File: src/rtl/seg_time_decoder.sv
// rtl/seg_time_decoder.sv - recovers binary time from three two-digit seven-segment display words
// Filters bus transitions for stability, range-checks each field, flags faults and classifies updates.
module seg_time_decoder #(
    parameter int STABLE_CYCLES = 4,
    parameter int ERR_W         = 8
) (
    input  logic             clk,
    input  logic             reset,
    input  logic [13:0]      hrsSeg,
    input  logic [13:0]      minsSeg,
    input  logic [13:0]      secsSeg,
    output logic [5:0]       hour,
    output logic [5:0]       min,
    output logic [5:0]       sec,
    output logic             valid,
    output logic             tick,
    output logic             jump,
    output logic             fault,
    output logic [2:0]       err_field,
    output logic [ERR_W-1:0] err_count
);
    localparam int CNT_W = (STABLE_CYCLES > 1) ? $clog2(STABLE_CYCLES) : 1;
    localparam logic [CNT_W-1:0] CNT_LAST = CNT_W'(STABLE_CYCLES - 1);

    typedef enum logic [1:0] {IDLE, SETTLE, LOCKED, FAULT} state_t;

    // Active-low a..g in bits 0..6; result is {legal, digit}.
    function automatic logic [4:0] dec_digit(input logic [6:0] code);
        logic [4:0] r;
        case (code)
            7'b1000000: r = {1'b1, 4'd0};
            7'b1111001: r = {1'b1, 4'd1};
            7'b0100100: r = {1'b1, 4'd2};
            7'b0110000: r = {1'b1, 4'd3};
            7'b0011001: r = {1'b1, 4'd4};
            7'b0010010: r = {1'b1, 4'd5};
            7'b0000010: r = {1'b1, 4'd6};
            7'b1111000: r = {1'b1, 4'd7};
            7'b0000000: r = {1'b1, 4'd8};
            7'b0011000: r = {1'b1, 4'd9};
            default:    r = 5'd0;
        endcase
        return r;
    endfunction

    // Result is {legal, value}; legal requires both digits valid and the field in range.
    function automatic logic [7:0] dec_field(input logic [13:0] w, input logic [3:0] max_tens,
                                             input logic [6:0] max_val);
        logic [4:0] t;
        logic [4:0] o;
        logic [6:0] v;
        t = dec_digit(w[13:7]);
        o = dec_digit(w[6:0]);
        v = 7'(t[3:0]) * 7'd10 + 7'(o[3:0]);
        return {t[4] && o[4] && (t[3:0] <= max_tens) && (v <= max_val), v};
    endfunction

    state_t           state_q, state_d;
    logic [41:0]      snap_q, snap_d;
    logic [CNT_W-1:0] cnt_q, cnt_d;
    logic [5:0]       hour_q, hour_d, min_q, min_d, sec_q, sec_d;
    logic             valid_q, valid_d, tick_q, tick_d, jump_q, jump_d, fault_q, fault_d;
    logic [2:0]       err_field_q, err_field_d;
    logic [ERR_W-1:0] err_count_q, err_count_d;

    logic [41:0] in_w;
    logic [7:0]  h_f, m_f, s_f;
    logic [2:0]  bad;
    logic [5:0]  nh, nm, ns;

    assign in_w = {hrsSeg, minsSeg, secsSeg};
    assign h_f  = dec_field(snap_q[41:28], 4'd2, 7'd23);
    assign m_f  = dec_field(snap_q[27:14], 4'd5, 7'd59);
    assign s_f  = dec_field(snap_q[13:0],  4'd5, 7'd59);
    assign bad  = {~h_f[7], ~m_f[7], ~s_f[7]};

    // Committed time plus one second, used to tell a tick from a jump.
    always_comb begin
        ns = sec_q + 6'd1;
        nm = min_q;
        nh = hour_q;
        if (sec_q == 6'd59) begin
            ns = 6'd0;
            nm = min_q + 6'd1;
            if (min_q == 6'd59) begin
                nm = 6'd0;
                nh = (hour_q == 6'd23) ? 6'd0 : hour_q + 6'd1;
            end
        end
    end

    always_comb begin
        state_d     = state_q;
        snap_d      = snap_q;
        cnt_d       = cnt_q;
        hour_d      = hour_q;
        min_d       = min_q;
        sec_d       = sec_q;
        valid_d     = valid_q;
        fault_d     = fault_q;
        err_field_d = err_field_q;
        err_count_d = err_count_q;
        tick_d      = 1'b0;
        jump_d      = 1'b0;
        if (in_w != snap_q) begin
            snap_d  = in_w;
            cnt_d   = '0;
            state_d = SETTLE;
        end else if (state_q == SETTLE) begin
            if (cnt_q == CNT_LAST) begin
                if (bad == 3'b000) begin
                    hour_d  = h_f[5:0];
                    min_d   = m_f[5:0];
                    sec_d   = s_f[5:0];
                    valid_d = 1'b1;
                    fault_d = 1'b0;
                    state_d = LOCKED;
                    if (valid_q) begin
                        if ({h_f[5:0], m_f[5:0], s_f[5:0]} == {nh, nm, ns})
                            tick_d = 1'b1;
                        else if ({h_f[5:0], m_f[5:0], s_f[5:0]} != {hour_q, min_q, sec_q})
                            jump_d = 1'b1;
                    end
                end else begin
                    state_d     = FAULT;
                    valid_d     = 1'b0;
                    fault_d     = 1'b1;
                    err_field_d = bad;
                    err_count_d = (&err_count_q) ? err_count_q : err_count_q + ERR_W'(1);
                end
            end else begin
                cnt_d = cnt_q + CNT_W'(1);
            end
        end
    end

    always_ff @(posedge clk) begin
        if (reset) begin
            state_q     <= IDLE;
            snap_q      <= '1;
            cnt_q       <= '0;
            hour_q      <= '0;
            min_q       <= '0;
            sec_q       <= '0;
            valid_q     <= 1'b0;
            tick_q      <= 1'b0;
            jump_q      <= 1'b0;
            fault_q     <= 1'b0;
            err_field_q <= '0;
            err_count_q <= '0;
        end else begin
            state_q     <= state_d;
            snap_q      <= snap_d;
            cnt_q       <= cnt_d;
            hour_q      <= hour_d;
            min_q       <= min_d;
            sec_q       <= sec_d;
            valid_q     <= valid_d;
            tick_q      <= tick_d;
            jump_q      <= jump_d;
            fault_q     <= fault_d;
            err_field_q <= err_field_d;
            err_count_q <= err_count_d;
        end
    end

    assign hour      = hour_q;
    assign min       = min_q;
    assign sec       = sec_q;
    assign valid     = valid_q;
    assign tick      = tick_q;
    assign jump      = jump_q;
    assign fault     = fault_q;
    assign err_field = err_field_q;
    assign err_count = err_count_q;
endmodule

File: config.mk
export PLATFORM = sky130hd
export DESIGN_NAME = seg_time_decoder
export DESIGN_NICKNAME = d
export VERILOG_FILES = /design/src/rtl/seg_time_decoder.sv
export SDC_FILE = /design/constraint.sdc
export NUM_CORES = 1
export LEC_CHECK = 0
export BUFFER_PORTS_ARGS = -buffer_cell sky130_fd_sc_hd__buf_2
export CAP_MARGIN = 20
export CORE_UTILIZATION = 64
export DETAILED_ROUTE_END_ITERATION = 8
export PLACE_DENSITY = 0.87
export SLEW_MARGIN = 20
export SYNTH_ARGS = -nofsm -noshare
export SYNTH_HDL_FRONTEND = slang
export SYNTH_SLANG_ARGS = --single-unit
File: constraint.sdc
create_clock -name clk -period 6.6 [get_ports clk]
set_input_delay 1.32 -clock clk [delete_from_list [all_inputs] [get_ports clk]]
set_output_delay 1.32 -clock clk [all_outputs]
set_load 0.02 [all_outputs]
==> metrics.txt, run 1 <==
Synth Flop Type=dfxtp_1; Vias per Instance=6.45; CTS buffer count=9; Post-CTS Repair Setup Buffers=0; skew final=0.0153 ns; clk sinks=79; number of global-route vias before repair=5733; core area=0.00973 sq mm; crit-path cells=or4b_2, o22ai_1, nand2_1, nand2_1, ha_1, ha_1, inv_1, fa_1, or4b_2, a31oi_1, nand4_1, a311oi_4, a21oi_1, a211oi_1; pin count of the biggest net entering global routing=76; CTS tree=done; Initial DRT Pass Iterations=5; Synth Area in XOR/XNOR=0.138; Max FO, Critical Path=17; post-synthesis cell type count=82; crit path DAT=5.21 ns; HP Class=reg2reg; cell with the most instances after synthesis=dfxtp_1; H-tree depth=3; # port buffers=76; Yosys top cell by area=dfxtp_1; setup TNS=0 ns; Syn-to-layout area delta=7.39%; Tot Pwr=1.01 mW; period utilization=0.746; FF+latch area=0.00158 sq mm; Post-DRT Antenna Nets=0; Post-synth EDFFs=0; post-layout util=0.705; n_diodes=0; clock latency on the worst-skew pair=0.38 ns; Peak VDD IR=0.165 mV; Crit path largest cell delay=0.75 ns; mux share of post-synthesis cell area=0.00960; I/O pins=77; status=completed; Total GRT Usage=0.337; final setup fails=0; Pwr per Cell Area=147 mW/mm^2; initial antenna violation count=0; Die Ht=102 um; Simple-Gate Fraction of Synth Area=0.304; overall die area=0.0104 sq mm; register area share after synthesis=0.248; fin area=0.00686 sq mm; Synth Register Bits=79; FMAX=203 MHz; MaxCap Viol Count=0; synth cell count leaders=79 x dfxtp_1, 58 x xor2_1, 55 x nor2_1; grt total ovfl=0; clk buf depth=2; Synth Area per Inst=7.84 sq um; top-area cell type share of the netlist area=0.248; largest family of logic cells by synthesized area=simple AND/OR/NAND/NOR gates; Initial Util=0.656; row count=36; crit start category=register; kind of critical path=reg2reg; hpwl dp=12800 um; Critical Path RT=6.89 ns; CTS Hold Bufs=0; Pleak=2.75 nW; Final #Nets=910; CTS Root Cell=clkbuf_8; drc violations=0; vias=6301; Tmin final=4.92 ns; Worst-path clk slew=0.09 ns; first-pass GRT wire length=27200 um; Slew @ Worst Pin=0.816 ns; setup repair after global routing missed its margin=false; DR WL/cell=17.6 um; Fillers=811; DIE WIDTH=102 um; ys async rst share=0; synth top area cells=dfxtp_1 25%, xor2_1 8.0%, xnor2_1 5.5%; Cells after Synth=814; Slowest-stage cell, CP=or4b_2; Routed WL=17200 um; DR iter-0 viols=459; Adder-Cell Fraction of Synth Area=0.0588; GPL Wtd Cong=0.887; area occupied by multi-input gates=0.00443 sq mm; post-CTS sizing=0; Synth Area in Compound Gates=0.182; Max-Slew Margin vs Limit=0.452; hold_ws=0.492 ns; endpoints failing hold=0; total nets after synthesis=885; endpoint class of the critical path=register; layout cells sized above 1=0.178; cell area after synthesis=0.00638 sq mm; placed instance area=0.00666 sq mm; Ys Warns=0; max-slew violations=0
-- worst max-delay path, delay by kind of cell (launching register included) --
| kind | cells | cell delay (ns) |
|---|---|---|
| and+or+nand+nor | 5 | 1.89 |
| AOI/OAI and AO/OA | 5 | 1.55 |
| adders and majority gates | 3 | 0.89 |
| DFF | 1 | 0.43 |
| buffers and inverters | 1 | 0.07 |
-- routing by layer --
metal,routed length (um),global-route usage,part of all wire,vias to the layer above
met5,0,0,0,-
met4,422,0.115,0.025,0
met3,1250,0.0588,0.072,43
met2,8430,0.582,0.49,292
met1,7110,0.425,0.41,2982
li1,-,-,-,2984
-- metrics by stage --
stage          setup slack [ns]  instances
3_5_place_dp               1.77        961
3_3_place_gp               1.93        961
2_1_floorplan              2.32        814
4_1_cts                    1.74        977
5_1_grt                    1.40        977
6_report                   1.68        977
-- cell usage in the layout (no fill, tap or decap), drive strengths merged, types with 6 or more instances in the layout --
cell / n
a211oi: 9
a21oi: 52
a31oi: 10
and2: 7
and3: 14
and4b: 6
buf: 76
clkbuf: 10
dfxtp: 79
ha: 22
inv: 31
nand2: 37
nand3: 38
nand4: 20
nand4b: 6
nor2: 55
nor2b: 17
nor3: 21
nor3b: 7
nor4: 20
o21ai: 38
o22ai: 9
or2: 45
or3: 8
or4: 9
xnor2: 40
xor2: 58
-- final timing paths --
path                                           startpoint                        end  slack, ns  cells after the start
worst max-delay path              snap_q[10]$_SDFFE_PP1P_        min[5]$_SDFFE_PP0P_       1.68                     14
worst min register to register  err_field[0]$_SDFFE_PP0P_  err_field[0]$_SDFFE_PP0P_       0.49                      1
worst max register to register    snap_q[10]$_SDFFE_PP1P_        min[5]$_SDFFE_PP0P_       1.68                     14
worst min-delay path            err_field[0]$_SDFFE_PP0P_  err_field[0]$_SDFFE_PP0P_       0.49                      1
-- where the power goes --
group	internal [mW]	total [mW]	switching (mW)	leakage (nW)
sequential	0.490	0.529	0.0388	0.649
combinational	0.0597	0.122	0.0625	2.01
clock	0.152	0.359	0.207	0.0910
-- logic make-up (layout without fill, tap and decap cells) --
| group | after synthesis | after routing |
|---|---|---|
| adder cells (fa/ha/maj) | 27 | 27 |
| flip-flops | 79 | 79 |
| AO/OA/AOI/OAI | 174 | 174 |
| buffers and inverters | 91 | 121 |
| multiplexers | 6 | 6 |
| XOR/XNOR | 99 | 99 |
| AND/OR/NAND/NOR | 337 | 337 |
| other | 1 | 1 |
-- registers in the layout, indices dropped and copies added, names as in the netlist --
name / count
jump: 1
state_q: 2
snap_q: 42
cnt_q: 2
hour: 6
min: 6
fault: 1
err_field: 3
err_count: 8
sec: 6
valid: 1
tick: 1
-- final cells by class --
cell class | instances | share of cell area
multi-input cells | 644 | 0.646
flip-flops and latches | 79 | 0.231
repair buffers | 76 | 0.0558
well taps | 133 | 0.0243
clock buffers | 10 | 0.0201
inverters | 29 | 0.0159
clock inverters | 6 | 0.00767
No activity file was read; power rests on OpenSTA's default activity.
==> run 2: changes to the inputs <==
--- a/config.mk
+++ b/config.mk
@@ -7,9 +7,9 @@
 export LEC_CHECK = 0
 export BUFFER_PORTS_ARGS = -buffer_cell sky130_fd_sc_hd__buf_2
 export CAP_MARGIN = 20
-export CORE_UTILIZATION = 64
+export CORE_UTILIZATION = 54
 export DETAILED_ROUTE_END_ITERATION = 8
-export PLACE_DENSITY = 0.87
+export PLACE_DENSITY = 0.78
 export SLEW_MARGIN = 20
 export SYNTH_ARGS = -nofsm -noshare
 export SYNTH_HDL_FRONTEND = slang
==> constraint.sdc (replaced) <==
create_clock -name clk -period 4.3 [get_ports clk]
set_input_delay 0.86 -clock clk [delete_from_list [all_inputs] [get_ports clk]]
set_output_delay 0.86 -clock clk [all_outputs]
set_load 0.02 [all_outputs]
==> metrics.txt, run 2 (synthesis gave the netlist of run 1 again) <==
initial antenna violation count=0 (unchanged); grt total ovfl=0 (unchanged); largest register by flop count=snap_q; CTS tree=done; FMAX=241 MHz (+19%); Die Ht=111 um (+8.7%); hold_ws=0.480 ns (-0.0124 ns); Comb pwr share=0.118 (-0.003); Initial Util=0.557 (-0.0994); Post-DRT Antenna Nets=0 (unchanged); P_sw=0.479 mW (+55%); crit path DAT=4.44 ns (-0.77 ns); max reg flops=42 (unchanged); n_diodes=0 (unchanged); pin count of the biggest net entering global routing=44 (-42%); status=completed; I/O pins=77 (unchanged); GPL Wtd Cong=0.893 (+0.67%); Peak VDD IR=0.236 mV (+43%); Crit path largest cell delay=0.56 ns (-0.19 ns); fin area=0.00740 sq mm (+8.0%); P_int=1.36 mW (+94%); skew final=0.00695 ns (-0.00839 ns); CTS buffer count=9 (unchanged); max-slew violations=0 (unchanged); Tmin final=4.15 ns (-0.775 ns); endpoints failing hold=0 (unchanged); # port buffers=76 (unchanged); DR WL/cell=16.3 um (-7.5%); clock latency on the worst-skew pair=0.36 ns (-0.02 ns); number of global-route vias before repair=5659 (-1.3%); placed instance area=0.00699 sq mm (+4.8%); Worst-path clk slew=0.06 ns (-0.03 ns); CTS Root Cell=clkbuf_16; Routed WL=16800 um (-2.6%); row count=39 (+8.3%); most frequent cells in the layout=77 x dfxtp_1, 76 x buf_2, 58 x xor2_1; critical path's top delay family=simple AND/OR/NAND/NOR gates; layout cells sized above 1=0.226 (+0.0480); power share of the clock group=0.450 (+0.095); GRT met3 Usage=0.0498 (-0.00907); first-pass GRT wire length=27800 um (+2.3%); CTS Hold Bufs=0 (unchanged); Max FO, Critical Path=4 (-13); hpwl dp=12500 um (-2.2%); crit start category=register; vias=6175 (-2.0%); Syn-to-layout area delta=15.9%; Fillers=1014 (+25%); HP Class=reg2reg; clk sinks=79 (unchanged); core area=0.0115 sq mm (+18%); M1 GR Usage=0.365 (-0.0595); Slowest-stage cell, CP=or4b_4; Final #Nets=953 (+4.7%); Vias per Instance=6.00 (-7.0%); final setup fails=0 (unchanged); Worst Path Buf+Inv=2 (+1); commonest non-fill, non-tap cell in the layout=dfxtp_1; H-tree depth=3 (unchanged); drc violations=0 (unchanged); Max-Slew Margin vs Limit=0.555 (+0.103); Flop pwr share=0.432 (-0.092); Sw Share=0.260 (-0.0448); DIE WIDTH=111 um (+8.7%); GRT busiest layer=met2; Initial DRT Pass Iterations=5 (unchanged); Critical Path RT=4.59 ns (-2.30 ns); DR iter-0 viols=416 (-9.4%); clk buf depth=2 (unchanged); GRT met2 Usage=0.455 (-0.127); Tot Pwr=1.84 mW (+82%); endpoint class of the critical path=register; kind of critical path=reg2reg; overall die area=0.0123 sq mm (+18%); MaxCap Viol Count=0 (unchanged); period utilization=0.965 (+0.219); Slew @ Worst Pin=0.660 ns (-0.156 ns); Pwr per Cell Area=249 mW/mm^2 (+69%); Pleak=3.03 nW (+10%); crit-path cells=or4b_4, o22ai_2, nand2_1, nand2_1, ha_1, ha_1, inv_1, fa_1, or4b_4, a31oi_4, nand4_1, buf_4, a311o_1, or3_1, a21oi_1; Total GRT Usage=0.280 (-0.0563)
## run 2: routing by layer
metal	routed length [um]	vias to the layer above	share of wire
met5	0	-	0
met4	423	0	0.025
met3	1020	30	0.061
met2	7890	184	0.47
met1	7430	2885	0.44
li1	-	3076	-
## run 2: power groups by stage
stage / combinational [mW] / clock (mW) / sequential (mW)
2_1_floorplan: 0.168 / 0 / 0.779
3_3_place_gp: 0.209 / 0 / 0.809
3_5_place_dp: 0.212 / 0 / 0.809
4_1_cts: 0.214 / 0.833 / 0.793
5_1_grt: 0.239 / 0.871 / 0.799
6_report: 0.216 / 0.829 / 0.795
## run 2: timing repair
action | 4_1_cts | 5_1_grt
pin swaps | 1 | 3
setup endpoints to repair | 2 | 31
setup buffers | 0 | 5
resized for setup | 1 | 11
## run 2: stage by stage
stage,TNS (ns),cells,worst slack (ns),utilization
after floorplan,0,814,0.0164,-
after global placement,0,1009,0.0296,0.609
after detailed placement,-0.0558,1009,-0.0297,0.609
after CTS,0,1024,0.0217,0.637
after global routing,-0.179,1029,-0.0529,0.645
final,0,1029,0.153,0.645
## run 2: final timing paths
kind	from	depth (start not counted)	endpoint	slack (ns)
worst max register to register	snap_q[10]$_SDFFE_PP1P_	15	hour[0]$_SDFFE_PP0P_	0.15
worst min-delay path	state_q[1]$_SDFFE_PP0P_	2	state_q[1]$_SDFFE_PP0P_	0.48
worst max-delay path	snap_q[10]$_SDFFE_PP1P_	15	hour[0]$_SDFFE_PP0P_	0.15
worst min register to register	state_q[1]$_SDFFE_PP0P_	2	state_q[1]$_SDFFE_PP0P_	0.48
## run 2: cell type report
class                   instances  area (sq um)  area share
multi-input cells             644          4480       0.605
flip-flops and latches         79          1580       0.214
repair buffers                119           741       0.100
clock buffers                   9           225      0.0304
well taps                     143           179      0.0242
inverters                      29           109      0.0147
clock inverters                 6          86.3      0.0117
## run 2: tightest hold or removal path: stages, from the launching register on
cell,delay [ns]
dfxtp_1,0.33
a21oi_1,0.04
nor2_1,0.07
==> run 3: changes to the inputs <==
--- a/config.mk
+++ b/config.mk
@@ -7,9 +7,9 @@
 export LEC_CHECK = 0
 export BUFFER_PORTS_ARGS = -buffer_cell sky130_fd_sc_hd__buf_2
 export CAP_MARGIN = 20
-export CORE_UTILIZATION = 54
+export CORE_UTILIZATION = 64
 export DETAILED_ROUTE_END_ITERATION = 8
-export PLACE_DENSITY = 0.78
+export PLACE_DENSITY = 0.87
 export SLEW_MARGIN = 20
 export SYNTH_ARGS = -nofsm -noshare
 export SYNTH_HDL_FRONTEND = slang
==> constraint.sdc (replaced) <==
create_clock -name clk -period 5 [get_ports clk]
set_input_delay 1 -clock clk [delete_from_list [all_inputs] [get_ports clk]]
set_output_delay 1 -clock clk [all_outputs]
set_load 0.02 [all_outputs]
==> metrics.txt, run 3 (synthesis gave the netlist of run 1 again) <==
status=completed; max-slew violations=0 (unchanged); CTS Root Cell=clkbuf_8; crit path DAT=5.00 ns (+0.56 ns); FMAX=212 MHz (-12%); Slew @ Worst Pin=0.813 ns (+0.153 ns); endpoints failing hold=0 (unchanged); Peak VDD IR=0.214 mV (-9.2%); Routed WL=17500 um (+4.3%); most frequent cells in the layout=79 x dfxtp_1, 75 x buf_2, 58 x xor2_1; GRT met2 Usage=0.584 (+0.129); hold_ws=0.492 ns (+0.0123 ns); I/O pins=77 (unchanged); Pwr per Cell Area=194 mW/mm^2 (-22%); Syn-to-layout area delta=7.84%; max reg flops=42 (unchanged); Tmin final=4.72 ns (+0.571 ns); pin count of the biggest net entering global routing=76 (+73%); Pleak=2.77 nW (-8.6%); kind of critical path=reg2reg; clk buf depth=2 (unchanged); Post-DRT Antenna Nets=0 (unchanged); GRT busiest layer=met2; Initial DRT Pass Iterations=5 (unchanged); setup repair after global routing missed its margin=false; # port buffers=76 (unchanged); crit start category=register; Vias per Instance=6.46 (+7.6%); period utilization=0.944 (-0.0209); MaxCap Viol Count=0 (unchanged); DIE WIDTH=102 um (-8.0%); DR WL/cell=17.9 um (+9.6%); HP Class=reg2reg; overall die area=0.0104 sq mm (-15%); hpwl dp=13000 um (+4.0%); Slowest-stage cell, CP=or4b_2; Initial Util=0.656 (+0.0994); clk sinks=79 (unchanged); clock latency on the worst-skew pair=0.35 ns (about the same); drc violations=0 (unchanged); setup TNS=0 ns (unchanged); row count=36 (-7.7%); GPL Wtd Cong=0.950 (+6.4%); Total GRT Usage=0.351 (+0.0708); Die Ht=102 um (-8.0%); crit-path cells=or4b_2, o22ai_1, nand2_1, nand2_1, ha_1, ha_1, inv_1, fa_1, or4b_2, a31oi_1, nand4_1, a311o_1, or3_1, a21oi_1; n_diodes=0 (unchanged); Fillers=826 (-19%); CTS buffer count=9 (unchanged); commonest non-fill, non-tap cell in the layout=dfxtp_1; vias=6322 (+2.4%); Max FO, Critical Path=11 (+7); first-pass GRT wire length=28700 um (+3.1%); final setup fails=0 (unchanged); number of global-route vias before repair=5994 (+5.9%); H-tree depth=3 (unchanged); Max-Slew Margin vs Limit=0.454 (-0.101); DR iter-0 viols=501 (+20%); skew final=0.00786 ns (+0.000903 ns); CTS tree=done; layout cells sized above 1=0.181 (-0.0449); initial antenna violation count=0 (unchanged); endpoint class of the critical path=register; Post-CTS Repair Setup Buffers=0 (unchanged); core area=0.00973 sq mm (-15%); Worst-path clk slew=0.08 ns (+0.02 ns); grt total ovfl=0 (unchanged); M1 GR Usage=0.444 (+0.0785); Critical Path RT=5.28 ns (+0.69 ns); largest register by flop count=snap_q; GRT met3 Usage=0.0547 (+0.00497); Crit path largest cell delay=0.75 ns (+0.19 ns); Final #Nets=914 (-4.1%)
[run 3: cell types whose count changed in the layout (fill, tap and decap cells not counted), moves of 3 or more]
cell / delta
buf_4: -35
clkbuf_8: +10
clkbuf_16: -9
buf_12: -3
[run 3: path summary, 6_finish.rpt]
path / startpoint / to / slack (ns) / cells past startpoint
worst max-delay path: snap_q[10]$_SDFFE_PP1P_ / hour[0]$_SDFFE_PP0P_ / 0.28 / 14
worst min-delay path: err_field[2]$_SDFFE_PP0P_ / err_field[2]$_SDFFE_PP0P_ / 0.49 / 1
worst max register to register: snap_q[10]$_SDFFE_PP1P_ / hour[0]$_SDFFE_PP0P_ / 0.28 / 14
worst min register to register: err_field[2]$_SDFFE_PP0P_ / err_field[2]$_SDFFE_PP0P_ / 0.49 / 1
[run 3: metal layers]
metal	vias to the layer above	share of wire
met4	0	0.041
met5	-	0
met1	2993	0.42
li1	3002	-
met2	267	0.47
met3	60	0.064
[run 3: layout make-up]
cell class                 instances  area, sq um  share of cell area
clock buffer                      11          141              0.0205
clock inverter                     3         43.8             0.00636
inverter                          29          109              0.0158
multi-input combinational        644         4430               0.643
sequential                        79         1580               0.230
tap                              133          166              0.0242
timing repair buffer              80          413              0.0600
[run 3: repair_timing]
action / CTS / global route
setup endpoints to repair: 0 / 3
gates resized for setup: 0 / 2
hold buffers: 0 / 0
[run 3: where the power goes]
group          switching, mW  internal (mW)
registers             0.0501          0.647
logic                 0.0829         0.0793
clock network          0.235          0.240
total                  0.368          0.967
[run 3: worst max-delay path, delay by kind of cell (launching register included)]
family	cells	cell delay [ns]
buf+inv	1	0.07
fa+ha+maj	3	0.94
simple gates	6	2.26
compound gates	4	0.96
flops	1	0.43
[run 3: metrics by stage]
stage	setup WS, ns	instances	utilization	power (mW)	cell area [sq um]
after floorplan	0.716	814	-	0.815	6380
after global placement	0.445	965	0.688	0.858	6690
after detailed placement	0.256	965	0.688	0.868	6690
after CTS	0.218	979	0.707	1.33	6880
after global routing	0.0443	979	0.708	1.39	6880
final	0.282	979	0.708	1.34	6880
